$ cat config.mk
export PLATFORM = sky130hd
export DESIGN_NAME = btn_conditioner
export DESIGN_NICKNAME = d
export VERILOG_FILES = /design/src/rtl/btn_pkg.sv /design/src/rtl/btn_channel.sv /design/src/rtl/btn_conditioner.sv
export SDC_FILE = /design/constraint.sdc
export NUM_CORES = 1
export LEC_CHECK = 0
export ABC_CLOCK_PERIOD_IN_PS = 5600
export CAP_MARGIN = 20
export CELL_PAD_IN_SITES_DETAIL_PLACEMENT = 1
export CELL_PAD_IN_SITES_GLOBAL_PLACEMENT = 1
export CORE_ASPECT_RATIO = 0.8
export CORE_MARGIN = 5
export CORE_UTILIZATION = 50
export CTS_CLUSTER_SIZE = 25
export DETAILED_ROUTE_END_ITERATION = 8
export PLACE_DENSITY = 0.95
export SLEW_MARGIN = 30
export SYNTH_ARGS = -nofsm -noshare
export SYNTH_HDL_FRONTEND = slang
export SYNTH_SLANG_ARGS = --single-unit
$ cat constraint.sdc
create_clock -name clk -period 5.6 [get_ports clk]
set_clock_uncertainty 0.2 [all_clocks]
set_input_delay 0.84 -clock clk [delete_from_list [all_inputs] [get_ports clk]]
set_output_delay 0.84 -clock clk [all_outputs]
set_load 0.02 [all_outputs]
$ cat src/rtl/btn_pkg.sv
// Shared types and elaboration-time helpers for the button conditioner.
package btn_pkg;

    typedef enum logic [1:0] {
        ST_IDLE   = 2'd0,
        ST_DELAY  = 2'd1,
        ST_REPEAT = 2'd2
    } rpt_state_t;

    // Ceiling log2; clog2(1) is 0, so callers clamp with max2 when a width is needed.
    function automatic int clog2(input int value);
        int v;
        int w;
        v = value - 1;
        w = 0;
        while (v > 0) begin
            w = w + 1;
            v = v >> 1;
        end
        return w;
    endfunction

    function automatic int max2(input int a, input int b);
        return (a > b) ? a : b;
    endfunction

endpackage

$ cat src/rtl/btn_channel.sv
// One button channel: 2-flop synchroniser, debounce counter, and auto-repeat FSM.
//
// state     | meaning
// ----------+--------------------------------------------------------------
// ST_IDLE   | button released (or repeat disabled and not yet pressed)
// ST_DELAY  | pressed, timer counting down the initial repeat delay
// ST_REPEAT | held past the delay, timer counting down each repeat period
module btn_channel
    import btn_pkg::*;
#(
    parameter int ACTIVE_LOW      = 1,
    parameter int DEBOUNCE_CYCLES = 16,
    parameter int REPEAT_EN       = 1,
    parameter int REPEAT_DELAY    = 500,
    parameter int REPEAT_PERIOD   = 100
) (
    input  logic clk,
    input  logic rst,
    input  logic i_raw,
    output logic o_level,
    output logic o_press,
    output logic o_release,
    output logic o_repeat,
    output logic o_press_nxt,
    output logic o_repeat_nxt
);

    localparam int CNT_W = max2(1, clog2(DEBOUNCE_CYCLES));
    localparam int TMR_W = max2(1, clog2(max2(REPEAT_DELAY, REPEAT_PERIOD) + 1));

    localparam logic [CNT_W-1:0] CNT_LAST    = CNT_W'(DEBOUNCE_CYCLES - 1);
    localparam logic [TMR_W-1:0] DELAY_LOAD  = TMR_W'(REPEAT_DELAY - 1);
    localparam logic [TMR_W-1:0] PERIOD_LOAD = TMR_W'(REPEAT_PERIOD - 1);

    logic             r_sync1;
    logic             r_sync2;
    logic             r_stable;
    logic [CNT_W-1:0] r_cnt;
    logic             r_press;
    logic             r_release;
    logic             r_repeat;
    logic [TMR_W-1:0] r_timer;
    rpt_state_t       r_state;

    logic             w_raw_norm;
    logic             w_differs;
    logic             w_toggle;
    logic             w_press_evt;
    logic             w_rel_evt;
    logic             w_tmr_zero;
    rpt_state_t       w_state_nxt;
    logic [TMR_W-1:0] w_timer_nxt;
    logic             w_repeat_nxt;

    assign w_raw_norm  = (ACTIVE_LOW != 0) ? ~i_raw : i_raw;
    assign w_differs   = r_sync2 ^ r_stable;
    assign w_toggle    = w_differs && (r_cnt == CNT_LAST);
    assign w_press_evt = w_toggle & ~r_stable;
    assign w_rel_evt   = w_toggle & r_stable;
    assign w_tmr_zero  = (r_timer == '0);

    // Synchronise the raw level and accept a new stable level after enough differing samples.
    always_ff @(posedge clk or posedge rst) begin
        if (rst) begin
            r_sync1   <= 1'b0;
            r_sync2   <= 1'b0;
            r_stable  <= 1'b0;
            r_cnt     <= '0;
            r_press   <= 1'b0;
            r_release <= 1'b0;
        end else begin
            r_sync1   <= w_raw_norm;
            r_sync2   <= r_sync1;
            r_press   <= w_press_evt;
            r_release <= w_rel_evt;
            if (!w_differs) begin
                r_cnt <= '0;
            end else if (w_toggle) begin
                r_cnt    <= '0;
                r_stable <= ~r_stable;
            end else begin
                r_cnt <= r_cnt + 1'b1;
            end
        end
    end

    // Repeat FSM state register, with the timer and repeat pulse it drives.
    always_ff @(posedge clk or posedge rst) begin
        if (rst) begin
            r_state  <= ST_IDLE;
            r_timer  <= '0;
            r_repeat <= 1'b0;
        end else begin
            r_state  <= w_state_nxt;
            r_timer  <= w_timer_nxt;
            r_repeat <= w_repeat_nxt;
        end
    end

    // Next-state: a release always wins, so no repeat can coincide with it.
    always_comb begin
        w_state_nxt = r_state;
        case (r_state)
            ST_IDLE: begin
                if (w_press_evt) w_state_nxt = ST_DELAY;
            end
            ST_DELAY: begin
                if (w_rel_evt)                              w_state_nxt = ST_IDLE;
                else if ((REPEAT_EN != 0) && w_tmr_zero)    w_state_nxt = ST_REPEAT;
            end
            ST_REPEAT: begin
                if (w_rel_evt) w_state_nxt = ST_IDLE;
            end
            default: w_state_nxt = ST_IDLE;
        endcase
    end

    // Outputs: down-counting timer, reloaded on terminal count, repeat pulse at terminal count.
    always_comb begin
        w_repeat_nxt = 1'b0;
        w_timer_nxt  = r_timer;
        case (r_state)
            ST_IDLE: begin
                if (w_press_evt) w_timer_nxt = DELAY_LOAD;
            end
            ST_DELAY, ST_REPEAT: begin
                if (w_rel_evt) begin
                    w_timer_nxt = '0;
                end else if ((REPEAT_EN != 0) && w_tmr_zero) begin
                    w_repeat_nxt = 1'b1;
                    w_timer_nxt  = PERIOD_LOAD;
                end else if (!w_tmr_zero) begin
                    w_timer_nxt = r_timer - 1'b1;
                end
            end
            default: w_timer_nxt = '0;
        endcase
    end

    assign o_level      = r_stable;
    assign o_press      = r_press;
    assign o_release    = r_release;
    assign o_repeat     = r_repeat;
    assign o_press_nxt  = w_press_evt;
    assign o_repeat_nxt = w_repeat_nxt;

endmodule

$ cat src/rtl/btn_conditioner.sv
// Multi-channel button conditioner: per-channel debounce/repeat plus a registered event encoder.
module btn_conditioner
    import btn_pkg::*;
#(
    parameter int NUM_BTN         = 4,
    parameter int ACTIVE_LOW      = 1,
    parameter int DEBOUNCE_CYCLES = 16,
    parameter int REPEAT_EN       = 1,
    parameter int REPEAT_DELAY    = 500,
    parameter int REPEAT_PERIOD   = 100
) (
    input  logic                                       clk,
    input  logic                                       rst,
    input  logic [NUM_BTN-1:0]                         buttons_i,
    output logic [NUM_BTN-1:0]                         btn_level_o,
    output logic [NUM_BTN-1:0]                         btn_press_o,
    output logic [NUM_BTN-1:0]                         btn_release_o,
    output logic [NUM_BTN-1:0]                         btn_repeat_o,
    output logic                                       evt_valid_o,
    output logic [max2(1, clog2(NUM_BTN))-1:0]         evt_code_o,
    output logic                                       evt_multi_o
);

    localparam int CODE_W = max2(1, clog2(NUM_BTN));

    logic [NUM_BTN-1:0] w_press_nxt;
    logic [NUM_BTN-1:0] w_repeat_nxt;
    logic [NUM_BTN-1:0] w_evt_bits;
    logic [CODE_W-1:0]  w_code;
    logic               w_multi;

    logic               r_evt_valid;
    logic [CODE_W-1:0]  r_evt_code;
    logic               r_evt_multi;

    for (genvar g = 0; g < NUM_BTN; g++) begin : g_chan
        btn_channel #(
            .ACTIVE_LOW      (ACTIVE_LOW),
            .DEBOUNCE_CYCLES (DEBOUNCE_CYCLES),
            .REPEAT_EN       (REPEAT_EN),
            .REPEAT_DELAY    (REPEAT_DELAY),
            .REPEAT_PERIOD   (REPEAT_PERIOD)
        ) u_chan (
            .clk          (clk),
            .rst          (rst),
            .i_raw        (buttons_i[g]),
            .o_level      (btn_level_o[g]),
            .o_press      (btn_press_o[g]),
            .o_release    (btn_release_o[g]),
            .o_repeat     (btn_repeat_o[g]),
            .o_press_nxt  (w_press_nxt[g]),
            .o_repeat_nxt (w_repeat_nxt[g])
        );
    end

    // Encode the events the channels are about to register; releases are deliberately excluded.
    always_comb begin
        w_evt_bits = w_press_nxt | w_repeat_nxt;
        w_code     = '0;
        for (int i = NUM_BTN - 1; i >= 0; i--) begin
            if (w_evt_bits[i]) w_code = CODE_W'(i);
        end
        w_multi = |(w_evt_bits & (w_evt_bits - NUM_BTN'(1)));
    end

    // Register the encoder so it lines up with the per-channel pulses.
    always_ff @(posedge clk or posedge rst) begin
        if (rst) begin
            r_evt_valid <= 1'b0;
            r_evt_code  <= '0;
            r_evt_multi <= 1'b0;
        end else begin
            r_evt_valid <= |w_evt_bits;
            r_evt_code  <= w_code;
            r_evt_multi <= w_multi;
        end
    end

    assign evt_valid_o = r_evt_valid;
    assign evt_code_o  = r_evt_code;
    assign evt_multi_o = r_evt_multi;

endmodule
# After elaboration in Yosys (flattened, before gate mapping)
# Cells that the tools add are included.
[word_totals]
regBits = 88
in_bits = 6
output_inout_bits = 20
wordCells = 180
[op_classes]
addsub = 9
eq_ne = 24
n_mux = 60
n_bitwise = 22
n_reduce_logical = 26
[op_table]
columns = ["operator", "n"]
rows = [
  ["9-bit 2-to-1 mux", 12],
  ["9-bit one-hot mux with 2 select lines", 4],
  ["2-bit 2-to-1 mux", 20],
  ["9-bit zero test", 4],
  ["9-bit by 1-bit subtractor with 9-bit output, second input constant", 4],
  ["4-bit 2-to-1 mux", 8],
  ["2-bit one-hot mux with 3 select lines", 4],
  ["4-bit by 1-bit adder with 4-bit output, second input constant", 4],
  ["4-bit == test, second input constant", 4],
  ["2-bit by 1-bit inequality test with 1-bit output, second input constant", 8],
  ["1-bit 2-to-1 mux", 12],
  ["3-bit by 1-bit inequality test with 1-bit output, second input constant", 4],
  ["3-bit AND reduction", 4],
  ["1-bit AND", 8],
  ["2-bit by 1-bit == test with 1-bit output, second input constant", 4],
  ["2-bit == test, second input constant", 4],
  ["2-bit zero test", 4],
  ["1-bit NOT", 8],
  ["2-bit AND reduction", 4],
  ["2-bit OR reduction", 4],
  ["4-bit OR reduction", 2],
  ["4-bit AND", 1],
  ["1-bit logical AND", 4],
  ["4-bit bitwise OR", 1],
  ["other kinds (2)", 5],
]

# Logic depth before layout (Yosys ltp)
[depth]
ltp_word = 10
ltp_mapped = 8
mapped_depth_nobuf = 7

# Cells and area by module
# Synthesis repeated with hierarchy kept, for this count alone.
[unflattened]
hier_cells = 497
area_unflattened_um2 = 4928.5
[modules_own_cells]
columns = ["module", "instances", "cells_each", "area_each_um2", "seq_area_each_um2"]
rows = [
  ["btn_channel", 4, 120, 1182.4, 525.5],
  ["btn_conditioner", 1, 17, 198.9, 100.1],
]

# Worst setup path before layout
# Ideal clock, no wire load.
[synth_path]
path_kind = "reg2reg"
from = "register g_chan[1].u_chan.r_timer[5]"
to = "register g_chan[1].u_chan.r_state[0]"
setup_time_ns = 0.125
arrival_ns = 2.059
required_ns = 5.275
setup_slack_ns = 3.216
path_stages_with_launch = 7
path_buffers = 1
synth_period_minus_slack_ns = 2.384
path_cell_list = "dfrtp_1 -> or4_1 -> buf_2 -> or4_4 -> a21oi_2 -> o21ai_1 -> mux2_4"
[synth_via]
elab_chain_cells = 3
[synth_lines]
columns = ["item", "line_no", "source"]
rows = [
  ["from (decl)", "btn_channel.sv:42", "logic [TMR_W-1:0] r_timer;"],
  ["from (signal assigned)", "btn_channel.sv:95", "r_timer <= w_timer_nxt;"],
  ["9-bit zero test", "btn_channel.sv:60", "assign w_tmr_zero = (r_timer == '0);"],
  ["3-bit by 1-bit inequality test with 1-bit output (no line)", "n/a", ""],
  ["3-bit AND reduction (no line)", "n/a", ""],
  ["to (signal assigned)", "btn_channel.sv:94", "r_state <= w_state_nxt;"],
  ["to (decl)", "btn_channel.sv:43", "rpt_state_t r_state;"],
]
# Every way passes these cells.
# A chain may end at the register's enable or synchronous reset.

# Worst setup path after layout
[layout_path]
from = "register g_chan[2].u_chan.r_timer[1]"
to = "register r_evt_code[1] (netlist: evt_code_o[1])"
[layout_via]
elab_chain_cells = 8
[layout_lines]
columns = ["item", "line_no", "source"]
rows = [
  ["from (decl)", "btn_channel.sv:42", ""],
  ["from (signal assigned)", "btn_channel.sv:95", ""],
  ["9-bit zero test", "btn_channel.sv:60", ""],
  ["1-bit 2-to-1 mux", "btn_channel.sv:129", "end else if ((REPEAT_EN != 0) && w_tmr_zero) begin"],
  ["1-bit 2-to-1 mux", "btn_channel.sv:127", "if (w_rel_evt) begin"],
  ["1-bit 2-to-1 mux", "btn_channel.sv:122", "case (r_state)"],
  ["4-bit bitwise OR", "btn_conditioner.sv:58", "w_evt_bits = w_press_nxt | w_repeat_nxt;"],
  ["2-bit 2-to-1 mux (3 in a row)", "btn_conditioner.sv:61", "if (w_evt_bits[i]) w_code = CODE_W'(i);"],
  ["named net w_code[1]", "btn_conditioner.sv:29", "logic [CODE_W-1:0] w_code;"],
  ["to (signal assigned)", "btn_conditioner.sv:74", "r_evt_code <= w_code;"],
  ["to (decl)", "btn_conditioner.sv:33", "logic [CODE_W-1:0] r_evt_code;"],
]
# The timed path passes the listed nets, and every way through them passes these cells.

==> results.toml <==
[synthesis]
netlist_instances = 469
synth_top_area_cell = "dfrtp_1"
netlist-cell-type-count = 51
netlist.area_leader.share_pct = 48.44
synthFlopType = "dfrtp_1"
ys_warn_count = 0
syn_nets = 499
yosys.cell_count.top_type = "dfrtp_1"
syn_avg_cell_area_um2 = 9.692
ys_seq_area_share_pct = 48.44
postSynth.asyncResetShare_pct = 100.0
netlist_area_um2 = 4546
ys_seq_elements = 88
synth.area.top_cells = "dfrtp_1, ha_1, o21ai_0"
synth_common_cells = "dfrtp_1, o21ai_0, nor2_1, nand2_1, inv_1"
synth_edf_count = 0

[setup_path]
path_cells = "inv_1, ha_1, nor3b_1, nand3_1, o21ai_0, nor2_1, nor3_1"
cpMaxStageDelayCell = "nor3b_1"
end_kind = "flip-flop"
cp_max_fo = 6
cp.depth = 7
r2r_start = "g_chan[2].u_chan.r_timer[1]"
startpoint_type = "flip-flop"
r2r_slack_ps = 2720
slowest_delay_ps = 630
crit_family = "simple AND/OR/NAND/NOR gates"
reg2reg_depth = 7
worstSetupPathType = "reg -> reg"
cp_num_buf_inv = 1
cp.arrival_ps = 2900
worst_ep_required_time_ps = 5620
rr_endpoint = "evt_code_o[1]"

[cts]
cts_hold_buffers = 0
worst_skew_pair.late_latency_ps = 340
clkTransAtPathRegs_ps = 60
cts_buffers = 9
ctsResizeCount = 0
clkSinkCount = 88
cts_root_buffer = "clkbuf_16"
cts_tree = "yes"
cts_setup_buffers = 0
clockBufferDepth = 2
htree_levels = 3

[power]
vdd_drop_max_mv = 0.1908
power.leakage_nw = 2.309
sequentialPowerShare_pct = 35.2
p_sw_share_pct = 40.51
power_density_nw_per_um2 = 486.0
switchingPower_w = 0.001005
power_frac_comb_pct = 40.6
power.internal_w = 0.001476
power_frac_clock_pct = 24.2

[timing]
fmax_mhz = 347.0
tightest_slew_ps = 793.4
setup_slack_ps = 2718
hold_violations = 0
maxSlewHeadroom_pct = 47.10
slew_viol_final = 0
rsz0062_at_grt = "false"
setup_viol = 0
finalCritPeriodShare_pct = 51.46
setup-tns-final_ps = 0
final.min_clock_period_ps = 2882

[job]
cap_violations = 0

[route]
dr.pass1.iters = 4
wl_per_cell_um = 20.42
ant_nets = 0
wl_um = 12330
drc = 0
vias_per_cell = 6.174
drt_iter0_markers = 203
dr_total_vias = 3729

[floorplan]
core_um2 = 8960
io-pin-count = 26
start_util_pct = 50.73
die-width_um = 116.6
die-area_um2 = 11110
die_h_um = 95.28
rows = 31

[global_route]
overflow = 0
antenna_found_initial = 0
grt.total_usage_pct = 23.60
grt_pass1_wl_um = 20510
grt_pass1_vias = 4003
grt_max_degree = 59

[layout]
fillers = 998
drive_above_1_share_pct = 5.317
register_area_um2 = 2202
final_nets = 515
antenna_cells = 0
multi_input_area_um2 = 2076
area_growth_pct = 12.33
utilization_pct = 56.99

[place]
gp_congestion = 0.8386
portBuffers = 25
place_ws_ps = 2892
dpl.hpwl_um = 8276

[min_path]
hold_end = "g_chan[2].u_chan.r_sync2"
hold_path_depth = 0
hp-class = "reg -> reg"
min_from = "g_chan[2].u_chan.r_sync1"

[outcome]
outcome = "finished clean"
## worst register-to-register path, delay by kind of cell (launching register included)
| kind | cells | cell delay, ps |
|---|---|---|
| buffers and inverters | 1 | 90 |
| AND/OR/NAND/NOR | 4 | 1430 |
| AO/OA/AOI/OAI | 1 | 450 |
| flip-flops | 1 | 400 |
| adder cells (fa/ha/maj) | 1 | 190 |
## cell families (layout without fill, tap and decap cells)
kind of cell             count (synthesis)  in the layout  synth area share, %
adder cells (fa/ha/maj)                 24             24                6.606
AO/OA/AOI/OAI                          138            138                19.32
buffers and inverters                   55             75                5.891
XOR/XNOR                                 8              8                1.541
flip-flops                              88             88                48.44
multiplexers                             8              8                1.954
AND/OR/NAND/NOR                        148            148                16.24
## cells in the final DEF (no fill, tap or decap), types with 9 or more instances in the layout
master            n
o31ai_1           9
nand3_1          11
nor3_1           20
nor2_1           35
nand2_1          33
ha_1             24
inv_1            31
clkdlybuf4s50_1  25
o211ai_1         13
o21ai_0          44
a21oi_1          25
nand2b_1         13
dfrtp_1          88
clkbuf_16         9
## state kept, by name (all words and copies together), names as in the netlist
register and count:
g_chan.u_chan.o_level 4, g_chan.u_chan.o_repeat 4, g_chan.u_chan.r_timer 36, evt_code_o 2, evt_valid_o 1, evt_multi_o 1
g_chan.u_chan.r_state 8, g_chan.u_chan.o_release 4, g_chan.u_chan.o_press 4, g_chan.u_chan.r_sync1 4, g_chan.u_chan.r_sync2 4, g_chan.u_chan.r_cnt 16
## how the worst max path moves through the flow
stage,startpoint,slack [ps],to
after floorplan,rst,2280,evt_code_o[0]
after global placement,rst,3020,g_chan[0].u_chan.r_state[0]
after detailed placement,g_chan[2].u_chan.r_timer[1],2890,g_chan[2].u_chan.r_timer[3]
after CTS,g_chan[2].u_chan.r_timer[1],2790,evt_code_o[1]
after global routing,g_chan[2].u_chan.r_timer[1],2540,evt_code_o[1]
final,g_chan[2].u_chan.r_timer[1],2720,evt_code_o[1]
## metal layers
layer | global-route usage (%) | wire length [µm] | up-vias | share of wire (%)
met4 | 6.590 | 226 | 0 | 1.8
met2 | 40.90 | 6290 | 73 | 51
met3 | 5.457 | 409 | 25 | 3.3
met5 | 0 | 0 | - | 0
li1 | - | - | 1706 | -
met1 | 29.73 | 5405 | 1925 | 44
## through the flow
stage                     power (W)  hold WS, ps  instances  cell area (µm²)
final                      0.002482        152.4        604             5106
after global routing       0.002630        164.0        604             5106
after CTS                  0.002480        154.8        604             5105
after detailed placement   0.001832        138.6        589             4816
after global placement     0.001747        131.6        589             4816
after floorplan            0.001554        131.2        469             4546
## power groups by stage
stage / clock, W / sequential, W / combinational [W]
6_report: 0.000602 / 0.000873 / 0.00101
5_1_grt: 0.000637 / 0.000887 / 0.00111
4_1_cts: 0.000610 / 0.000871 / 0.00100
3_5_place_dp: 0 / 0.000876 / 0.000956
3_3_place_gp: 0 / 0.000860 / 0.000887
2_1_floorplan: 0 / 0.000846 / 0.000708
## cell type report
| type | count | area share (%) |
|---|---|---|
| clock inverter | 3 | 0.8331 |
| multi-input combinational | 326 | 40.65 |
| inverter | 32 | 2.401 |
| tap | 115 | 2.818 |
| clock buffer | 12 | 4.827 |
| timing repair buffer | 28 | 5.342 |
| sequential | 88 | 43.13 |
Note: power is estimated with default switching activity, not from simulation.
